## config.mk

```make
export PLATFORM = sky130hd
export DESIGN_NAME = sequential_divider
export DESIGN_NICKNAME = d
export VERILOG_FILES = /design/src/rtl/divider_pkg.sv /design/src/rtl/sequential_divider_div_step.sv /design/src/rtl/sequential_divider.sv
export SDC_FILE = /design/constraint.sdc
export NUM_CORES = 1
export LEC_CHECK = 0
export ABC_CLOCK_PERIOD_IN_PS = 2000
export CAP_MARGIN = 20
export CORE_MARGIN = 1.5
export CORE_UTILIZATION = 45
export CTS_BUF_LIST = sky130_fd_sc_hd__clkbuf_8
export CTS_CLUSTER_SIZE = 14
export DETAILED_ROUTE_END_ITERATION = 10
export PLACE_DENSITY = 0.71
export SYNTH_ARGS = -nofsm -noshare
export SYNTH_HDL_FRONTEND = slang
export SYNTH_SLANG_ARGS = --single-unit
export TNS_END_PERCENT = 10
```

## constraint.sdc

```tcl
create_clock -name clk -period 2 [get_ports clk]
set_input_delay 0.3 -clock clk [delete_from_list [all_inputs] [get_ports clk]]
set_output_delay 0.3 -clock clk [all_outputs]
set_load 0.01 [all_outputs]
```

## src/rtl/divider_pkg.sv

```systemverilog
// Shared types and sizing helpers for the sequential restoring divider.
package divider_pkg;

  typedef enum logic [1:0] {
    IDLE,
    RUN,
    DONE
  } state_t;

  // Counter must hold the value DATA_WIDTH itself, hence +1.
  function automatic int cnt_width(input int data_width);
    return $clog2(data_width + 1);
  endfunction

endpackage

```

## src/rtl/sequential_divider_div_step.sv

```systemverilog
// One restoring division step: shift in the next dividend bit, subtract if it fits.
module div_step #(
  parameter int DATA_WIDTH = 4
) (
  input  logic [DATA_WIDTH-1:0] rem_in,
  input  logic                  dividend_bit,
  input  logic [DATA_WIDTH-1:0] divisor,
  output logic [DATA_WIDTH-1:0] rem_out,
  output logic                  quotient_bit
);

  logic [DATA_WIDTH:0]   shifted;
  logic [DATA_WIDTH:0]   diff;
  logic [DATA_WIDTH:0]   rem_full;
  logic                  borrow;
  logic                  unused_rem_msb;

  // Trial subtraction is one bit wider than the operands plus a borrow bit,
  // so the shifted-out MSB of the remainder is never lost.
  always_comb begin
    shifted        = {rem_in, dividend_bit};
    {borrow, diff} = {1'b0, shifted} - {2'b00, divisor};
    quotient_bit   = ~borrow;
    rem_full       = quotient_bit ? diff : shifted;
    rem_out        = rem_full[DATA_WIDTH-1:0];
  end

  // Remainder is always below divisor, so the top bit is provably zero.
  assign unused_rem_msb = rem_full[DATA_WIDTH];

endmodule

```

## src/rtl/sequential_divider.sv

```systemverilog
// Multi-cycle unsigned restoring divider: one quotient bit per clock, MSB first.
module sequential_divider
  import divider_pkg::*;
#(
  parameter int DATA_WIDTH = 4
) (
  input  logic                  clk,
  input  logic                  rst_n,
  input  logic                  start,
  input  logic [DATA_WIDTH-1:0] dividend,
  input  logic [DATA_WIDTH-1:0] divisor,
  output logic                  busy,
  output logic                  done,
  output logic [DATA_WIDTH-1:0] quotient,
  output logic [DATA_WIDTH-1:0] remainder,
  output logic                  div_by_zero
);

  localparam int CW = cnt_width(DATA_WIDTH);

  state_t                state_q, state_d;
  logic [CW-1:0]         cnt_q;
  logic [DATA_WIDTH-1:0] dvd_q;
  logic [DATA_WIDTH-1:0] dvs_q;
  logic [DATA_WIDTH-1:0] rem_q;
  logic [DATA_WIDTH-1:0] quo_q;
  logic [DATA_WIDTH-1:0] step_rem;
  logic                  step_qbit;

  div_step #(
    .DATA_WIDTH(DATA_WIDTH)
  ) u_step (
    .rem_in      (rem_q),
    .dividend_bit(dvd_q[DATA_WIDTH-1]),
    .divisor     (dvs_q),
    .rem_out     (step_rem),
    .quotient_bit(step_qbit)
  );

  always_ff @(posedge clk or negedge rst_n) begin
    if (!rst_n) state_q <= IDLE;
    else        state_q <= state_d;
  end

  always_comb begin
    state_d = state_q;
    unique case (state_q)
      IDLE: if (start) state_d = (divisor == '0) ? DONE : RUN;
      RUN:  if (cnt_q == '0) state_d = DONE;
      DONE: state_d = IDLE;
      default: state_d = IDLE;
    endcase
  end

  assign busy = (state_q != IDLE);
  assign done = (state_q == DONE);

  always_ff @(posedge clk or negedge rst_n) begin
    if (!rst_n) begin
      cnt_q       <= '0;
      dvd_q       <= '0;
      dvs_q       <= '0;
      rem_q       <= '0;
      quo_q       <= '0;
      quotient    <= '0;
      remainder   <= '0;
      div_by_zero <= 1'b0;
    end else begin
      unique case (state_q)
        IDLE: begin
          if (start && divisor == '0) begin
            quotient    <= '1;
            remainder   <= dividend;
            div_by_zero <= 1'b1;
          end else if (start) begin
            cnt_q <= CW'(DATA_WIDTH);
            dvd_q <= dividend;
            dvs_q <= divisor;
            rem_q <= '0;
            quo_q <= '0;
          end
        end
        RUN: begin
          // Counter reaching zero costs one extra cycle that only publishes results.
          if (cnt_q == '0) begin
            quotient    <= quo_q;
            remainder   <= rem_q;
            div_by_zero <= 1'b0;
          end else begin
            rem_q <= step_rem;
            dvd_q <= dvd_q << 1;
            quo_q <= {quo_q[DATA_WIDTH-2:0], step_qbit};
            cnt_q <= cnt_q - 1'b1;
          end
        end
        default: ;
      endcase
    end
  end

endmodule

```

# Word-level counts from Yosys, hierarchy flattened
# Index checks and enable logic that the tools add are counted.
[word_totals]
regBits = 30
latchBits = 0
romBits = 0
ramBits = 0
wordCells = 58
out_inout_bits = 11
n_memories = 0
[op_classes]
n_bitwise = 2
order_cmp = 0
muxes = 28
n_addsub = 2
div = 0
n_reduce_logical = 10
mul = 0
n_eq_ne = 7
shifts = 0
[op_table]
columns = ["cell", "n"]
rows = [
  ["4-bit two-way mux", 12],
  ["4-bit one-hot mux with 2 select lines", 5],
  ["2-bit inequality test (second input constant)", 5],
  ["3-bit two-way mux", 3],
  ["2-bit two-way mux", 3],
  ["3-bit one-hot mux with 2 select lines", 1],
  ["3-bit AND reduction", 2],
  ["5-bit by 4-bit subtractor with 6-bit output", 1],
  ["4-bit zero test", 1],
  ["2-bit one-hot mux with 2 select lines", 1],
  ["4-bit AND reduction", 1],
  ["2-bit nonzero test", 2],
  ["3-bit zero test", 1],
  ["3-bit by 1-bit subtractor with 3-bit output (second input constant)", 1],
  ["2-bit by 1-bit == test with 1-bit output (second input constant)", 1],
  ["2-bit == test (second input constant)", 1],
  ["2-bit zero test", 1],
  ["1-bit two-way mux", 2],
  ["1-bit inverter", 2],
  ["1-bit one-hot mux with 2 select lines", 1],
  ["2-bit AND reduction", 1],
  ["1-bit logical AND", 1],
]

# Logic depth before layout (Yosys ltp)
# Gate-level depths: netlist of run 1.
[logic_depth]
word_depth = 4
ltp_mapped = 7
depth_no_buf = 7

# Hierarchy
# Synthesis of run 1 repeated with hierarchy kept, for this count alone.
[unflattened]
hier_cells = 137
hier_area_um2 = 1620.3
[by_module_without_submodules]
columns = ["module", "instances", "area_per_inst_um2", "cells_per_inst"]
rows = [
  ["sequential_divider", 1, 1420.1, 113],
  ["div_step", 1, 200.2, 24],
]

# Worst setup path after synthesis of run 1
# No wires, ideal clock.
[synth_timing]
path_type = "reg-to-reg"
from = "register dvs_q[1]"
to = "register rem_q[2]"
arrival_ps = 1706
slack_ps = 172
required_ps = 1878
path_stages_with_launch = 7
period_less_slack_ps = 1828
cell_sequence = "dfrtp_1 > inv_1 > ha_1 > nor2b_1 > o31a_1 > or4_1 > a32o_1"
[synth_via]
elab_chain_cells = 4
[synth_lines]
columns = ["item", "line_no", "text"]
rows = [
  ["start: declaration", "sequential_divider.sv:24", "logic [DATA_WIDTH-1:0] dvs_q;"],
  ["start signal: assignment", "sequential_divider.sv:78", "dvs_q <= divisor;"],
  ["5-bit by 4-bit subtractor with 6-bit output", "sequential_divider_div_step.sv:22", "{borrow, diff} = {1'b0, shifted} - {2'b00, divisor};"],
  ["4-bit two-way mux", "sequential_divider_div_step.sv:24", "rem_full = quotient_bit ? diff : shifted;"],
  ["4-bit two-way mux", "sequential_divider.sv:85", "if (cnt_q == '0) begin"],
  ["4-bit one-hot mux with 2 select lines", "sequential_divider.sv:69", "unique case (state_q)"],
  ["end signal: assignment", "sequential_divider.sv:90", "rem_q <= step_rem;"],
  ["end: declaration", "sequential_divider.sv:25", "logic [DATA_WIDTH-1:0] rem_q;"],
]
# No other way between the ends. The select of a mux whose other input is x is not followed.
# A chain may end at the register's enable or synchronous reset.

# Worst setup path in the final report of run 1
[layout_timing]
from = "register rem_q[0]"
to = "register rem_q[2]"
[layout_via]
elab_chain_cells = 4
[layout_lines]
columns = ["item", "line_no"]
rows = [
  ["5-bit by 4-bit subtractor with 6-bit output", "sequential_divider_div_step.sv:22"],
  ["4-bit two-way mux", "sequential_divider_div_step.sv:24"],
  ["4-bit two-way mux", "sequential_divider.sv:85"],
  ["4-bit one-hot mux with 2 select lines", "sequential_divider.sv:69"],
]
# No other way between the ends. The select of a mux whose other input is x is not followed.

==> results of run 1 <==
path summary, 6_finish.rpt:
check / from / cells after the start / slack (ps) / end
max in group asynchronous: rst_n / 2 / 1310 / dvs_q[1]
setup / recovery: rem_q[0] / 5 / 70 / rem_q[2]
hold reg to reg: dvd_q[2] / 2 / 480 / dvd_q[2]
min in group clk: dvd_q[2] / 2 / 480 / dvd_q[2]
setup reg to reg: rem_q[0] / 5 / 70 / rem_q[2]
hold / removal: rst_n / 2 / 400 / remainder[0]
metrics by stage:
step	cells	setup slack [ps]
final	217	69.80
after global routing	217	26.52
after CTS	217	107.1
after detailed placement	209	-146.4
after global placement	209	-111.3
after floorplan	133	172.2
logic make-up after synthesis:
kind of cell	after synthesis	share of synthesized area (%)
multiplexers	4	4.092
adder cells (fa/ha/maj)	7	6.479
XOR/XNOR	2	1.194
AO/OA/AOI/OAI	32	16.79
AND/OR/NAND/NOR	47	17.39
buffers and inverters	11	2.898
flip-flops	30	51.15
synth_stat cells (2+ instances only):
cell type  instances
o21a_1             2
nor3_1             2
o21ai_0            9
nor2b_1            3
mux2_4             4
dfrtp_1           30
ha_1               6
o22ai_1            2
o22a_1             4
inv_1             10
a22oi_1            3
a22o_1             4
nor2_1             2
o311ai_0           3
nand2b_1           4
nand2_1           25
state kept, by name, summed over array words and instances, names as in the netlist:
name,count
cnt_q,3
div_by_zero,1
dvd_q,4
dvs_q,4
quo_q,4
quotient,4
rem_q,4
remainder,4
state_q,2
worst max-delay path: cells and delay by family (launching register included):
kind                       cells  cell delay (ps)
adders and majority gates      1              290
AOI/OAI and AO/OA              2              520
DFF                            1              430
and+or+nand+nor                2              580
metal layers:
layer | global-route usage, % | part of all wire, % | up-vias
li1 | - | - | 553
met1 | 26.16 | 45 | 547
met2 | 32.76 | 48 | 37
met3 | 7.359 | 5.6 | 8
met4 | 9.206 | 1.7 | 0
met5 | 0 | 0 | -
area by class of cell:
class                   instances  area share [%]
multi-input cells              92           35.32
flip-flops and latches         30           39.32
clock buffers                   6           4.325
inverters                      10           1.966
clock inverters                 2          0.4587
well taps                      44           2.883
repair buffers                 33           15.73
power breakdown:
group / internal [uW] / switching, uW
Clock: 271 / 211
Combinational: 909 / 884
Sequential: 896 / 215
timing repair:
item | 4_1_cts | 5_1_grt
buffers inserted | 0 | 0
endpoints found under the setup margin | 0 | 1
gates resized for setup | 0 | 2
==> reports/results.txt, run 1 <==
Post-synthesis cell type count = 36
Bufs on Longest Clock Path = 2
Layout Area Growth over Synthesis = 30.09%
Maximum number of pins on one net before global-route repair = 31
Critical Path Fanout Max = 4
Mapped Area = 1468 um^2
Initial antenna violation count = 0
Vias in the first global route = 1182
Post-synthesis register bit count = 30
CTS tree = yes
Core area = 3078 um^2
Final worst-path cycle share = 96.51%
Sequential fraction of the synthesis area = 51.15%
Layout cells sized above 1 = 16.18%
Via Count = 1145
Register area = 750.7 um^2
CTS Sinks = 30
Root Buffer = clkbuf_8
Std cell rows = 20
Port bufs = 21
Crit-path max cell delay = 430 ps
Hold Worst Slack = 402.8 ps
Total design power = 3387 uW
Final setup TNS = 0 ps
Most common cell after layout, fill and taps aside = dfrtp_1
First-pass GRT wire length = 5416 um
Most frequent cells in the layout = dfrtp_1, nand2_1, clkdlybuf4s50_1
Slew of the pin with the lowest slew margin = 637.8 ps
Status = completed
DR iter-0 viols = 59
Maximum vdd drop = 704.3 uV
Detailed-route DRC error count = 0
RSZ-0062 raised after global routing = no
FMAX = 0.5181 GHz
Setup violations, final = 0
Power Density = 1774 nW/um^2
Leakage power = 0.0008651 uW
Cell taking the most area after synthesis = dfrtp_1
Via density = 5.276
Slew HR = 57.32%
Design Area, Final = 1909 um^2
Mapped Cells = 133
Worst Hold Class = input pin to async pin
FFs w/ async S/R, synth = 100.0%
Critical Path Start Type = register
Syn Area/Cell = 11.04 um^2
Slew Limit Fails = 0
Yosys Warn Count = 0
Ordered cell list for the critical path = ha_1 -> nor2b_1 -> o31a_1 -> or4_1 -> a32o_1
Clock skew after layout = 6.193 ps
Tmin final = 1930 ps
ANT nets after route = 0
Final-stage net count = 190
Synth top area share = 51.15%
Die area = 3613 um^2
Utilization after layout = 62.03%
Crit Path Category = register to register
CP max-delay cell = dfrtp_1
Detailed placement HPWL = 2480 um
Ports = 22
Die Wd = 60.11 um
Total GRT Usage = 21.00%
Antenna cells = 0
H-tree Lvls = 2
Overflow left after global routing = 0
Worst skew pair latency = 280 ps
Die Ht = 60.11 um
Max-Cap Viols = 0
Placed instance area = 1818 um^2
Initial Util = 47.68%
Worst EP required = 2170 ps
Fill count = 269
Clk slew on worst S/H paths = 60 ps
Multi-input gate area = 674.4 um^2
Num CTS Buffers = 5
Crit. End Element = register
Pre-antenna DRT Iters = 4
Final Wtd Congestion = 0.8095
Most used DFF post-synth = dfrtp_1
Area contributors post-synth = dfrtp_1, nand2_1, ha_1
Wire length per cell = 15.18 um
EDFF count, synth = 0
Hold Violations, Final = 0
Hold_buf cts = 0
CP arrival = 2100 ps
Routed Wire Length = 3294 um
Syn_nets = 151
No activity file was read; power rests on OpenSTA's default activity.
==> run 2: changes to the inputs <==
Settings changed: SLEW_MARGIN from default to 10.
==> results of run 2 <==
Final layout, timing and power as in run 1 (identical DEF).
==> run 3: changes to the inputs <==
Settings changed: PLACE_DENSITY 0.71 to 0.67, SYNTH_HIERARCHICAL from default to 1.
==> reports/results.txt, run 3 <==
Routed Wire Length = 3115 um (was 3294 um)
Die Wd = 63.01 um (was 60.11 um)
Bufs on Longest Clock Path = 2 (unchanged)
Crit-path max cell delay = 370 ps (was 430 ps)
Most frequent cells in the layout = dfrtp_1, clkdlybuf4s50_1, inv_1, mux2_2 (was dfrtp_1, nand2_1, clkdlybuf4s50_1)
Syn_nets = 155 (was 151)
Worst Hold Class = input pin to async pin (unchanged)
Sequential fraction of the synthesis area = 46.33% (was 51.15%)
Synth top area share = 46.33% (was 51.15%)
CP arrival = 2090 ps (was 2100 ps)
Reg2reg start = dvs_q[1] (was rem_q[0])
Detailed-route DRC error count = 0 (unchanged)
Worst skew pair latency = 280 ps (about the same)
Total GRT Usage = 17.93% (was 21.00%)
Die Ht = 63.01 um (was 60.11 um)
Critical Path Start Type = register (unchanged)
Hold Worst Slack = 396.5 ps (was 402.8 ps)
Post-synthesis register bit count = 30 (unchanged)
Area contributors post-synth = dfrtp_1, mux2_2, ha_1 (was dfrtp_1, nand2_1, ha_1)
Mapped Cells = 137 (was 133)
Hold Violations, Final = 0 (unchanged)
CTS Sinks = 30 (unchanged)
Max-Cap Viols = 0 (unchanged)
Final-stage net count = 188 (was 190)
EDFF count, synth = 0 (unchanged)
Maximum number of pins on one net before global-route repair = 31 (unchanged)
Leakage power = 0.0009662 uW (was 0.0008651 uW)
Commonest cells post-synth = dfrtp_1, inv_1, mux2_2 (was dfrtp_1, nand2_1, inv_1)
Most used DFF post-synth = dfrtp_1 (unchanged)
FMAX = 0.5191 GHz (was 0.5181 GHz)
Dpl cells = 209 (unchanged)
Port bufs = 21 (unchanged)
Via Count = 1113 (was 1145)
First-pass GRT wire length = 5402 um (was 5416 um)
Root Buffer = clkbuf_8 (unchanged)
Ports = 22 (unchanged)
Worst EP required = 2160 ps (was 2170 ps)
Core area = 3390 um^2 (was 3078 um^2)
Initial Util = 47.80% (was 47.68%)
Pre-antenna DRT Iters = 4 (unchanged)
Setup violations, final = 0 (unchanged)
Final worst-path cycle share = 96.32% (was 96.51%)
CTS resizes = 0 (unchanged)
Post-CTS Setup Repair Bufs = 0 (unchanged)
Slew of the pin with the lowest slew margin = 453.5 ps (was 637.8 ps)
Place WS = 20.43 ps (was -146.4 ps)
Std cell rows = 21 (was 20)
Via density = 5.129 (was 5.276)
R2R depth = 7 (was 5)
Crit Path Category = register to register (unchanged)
Status = completed (unchanged)
Fin cells = 217 (unchanged)
Overflow left after global routing = 0 (unchanged)
Placed instance area = 1934 um^2 (was 1818 um^2)
FFs w/ async S/R, synth = 100.0% (unchanged)
Wire length per cell = 14.35 um (was 15.18 um)
Yosys Warn Count = 6 (was 0)
CTS tree = yes (unchanged)
Critical Path Fanout Max = 4 (unchanged)
Die area = 3970 um^2 (was 3613 um^2)
Crit. End Element = register (unchanged)
Ordered cell list for the critical path = inv_2 -> ha_1 -> nor2b_1 -> o31a_1 -> nor3_4 -> mux2_2 -> o2bb2ai_1 (was ha_1 -> nor2b_1 -> o31a_1 -> or4_1 -> a32o_1)
Antenna cells = 0 (unchanged)
Mapped Area = 1620 um^2 (was 1468 um^2)
Post-synthesis cell type count = 35 (was 36)
Final Wtd Congestion = 0.7525 (was 0.8095)
Num CTS Buffers = 5 (unchanged)
H-tree Lvls = 2 (unchanged)
Layout Area Growth over Synthesis = 25.02% (was 30.09%)
Worst setup startpoint = dvs_q[1] (was rem_q[0])
Layout cells sized above 1 = 25.73% (was 16.18%)
Syn Area/Cell = 11.83 um^2 (was 11.04 um^2)
Vias in the first global route = 1182 (unchanged)
Count leader, synth = dfrtp_1 (unchanged)
Final setup TNS = 0 ps (unchanged)
RSZ-0062 raised after global routing = yes (was no)
Hold_buf cts = 0 (unchanged)
Detailed placement HPWL = 2284 um (was 2480 um)
DR iter-0 viols = 29 (was 59)
Slew Limit Fails = 0 (unchanged)
Tmin final = 1926 ps (was 1930 ps)
Power Density = 1725 nW/um^2 (was 1774 nW/um^2)
Slew HR = 69.71% (was 57.32%)
Maximum vdd drop = 731.2 uV (was 704.3 uV)
CP max-delay cell = dfrtp_1 (unchanged)
Most common cell after layout, fill and taps aside = dfrtp_1 (unchanged)
ANT nets after route = 0 (unchanged)
Clock skew after layout = 5.983 ps (was 6.193 ps)
Clk slew on worst S/H paths = 60 ps (about the same)
Cell taking the most area after synthesis = dfrtp_1 (unchanged)
Design Area, Final = 2026 um^2 (was 1909 um^2)
Smallest setup slack after layout = 73.65 ps (was 69.80 ps)
Initial antenna violation count = 0 (unchanged)
run 3: cell types whose count changed after synthesis, moves of 4 or more:
cell	previous run	this run
nand2_1	25	2
mux2_2	0	14
o2bb2ai_1	0	8
mux2i_1	0	6
inv_1	10	14
nor2_1	2	6
o22a_1	4	0
run 3: worst paths after layout:
| path | to | slack (ps) |
|---|---|---|
| worst max-delay path | rem_q[2] | 70 |
| worst max register to register | rem_q[2] | 70 |
| worst min-delay path | cnt_q[0] | 400 |
| min in group clk | quo_q[2] | 500 |
| max in group asynchronous | dvs_q[1] | 1320 |
| worst min register to register | quo_q[2] | 500 |
run 3: cell families (layout without fill, tap and decap cells):
family | after synthesis | in the layout | synth area share, %
buffers and inverters | 20 | 54 | 5.483
DFF | 30 | 30 | 46.33
xor gates and xnor gates | 1 | 1 | 0.5406
and+or+nand+nor | 25 | 25 | 10.19
adders and majority gates | 7 | 7 | 5.869
AOI/OAI and AO/OA | 31 | 31 | 15.37
muxes | 23 | 23 | 16.22
run 3: area by class of cell:
class	count	area [um^2]
Fill cell	277	1364
Multi-Input combinational cell	87	780.7
Sequential cell	30	750.7
Timing Repair Buffer	32	292.8
Clock buffer	6	82.58
Tap cell	46	57.56
Inverter	14	52.55
Clock inverter	2	8.758
run 3: worst max-delay path: cells and delay by family (launching register included):
kind,cells,cell delay [ps]
AOI/OAI and AO/OA,2,400
adders and majority gates,1,270
buffers and inverters,1,60
DFF,1,370
muxes,1,360
and+or+nand+nor,2,350
run 3: through the flow:
| stage | utilization, % | total power [uW] |
|---|---|---|
| after floorplan | - | 2440 |
| after global placement | 57.07 | 2950 |
| after detailed placement | 57.07 | 3007 |
| after CTS | 59.76 | 3524 |
| after global routing | 59.76 | 3783 |
| final | 59.76 | 3495 |
run 3: metal layers:
metal  vias to the layer above  GRT usage, %  share of wire [%]
li1                        551             -                  -
met2                        25         27.93                 46
met4                         0         8.889                1.9
met3                         6         5.405                4.0
met1                       531         22.57                 48
met5                         -             0                  0
run 3: power breakdown:
group          total (uW)  internal (uW)  switching (uW)
Combinational        1910           1050             862
Clock                 493            272             222
Sequential           1090            896             196
Total                3490           2220            1280
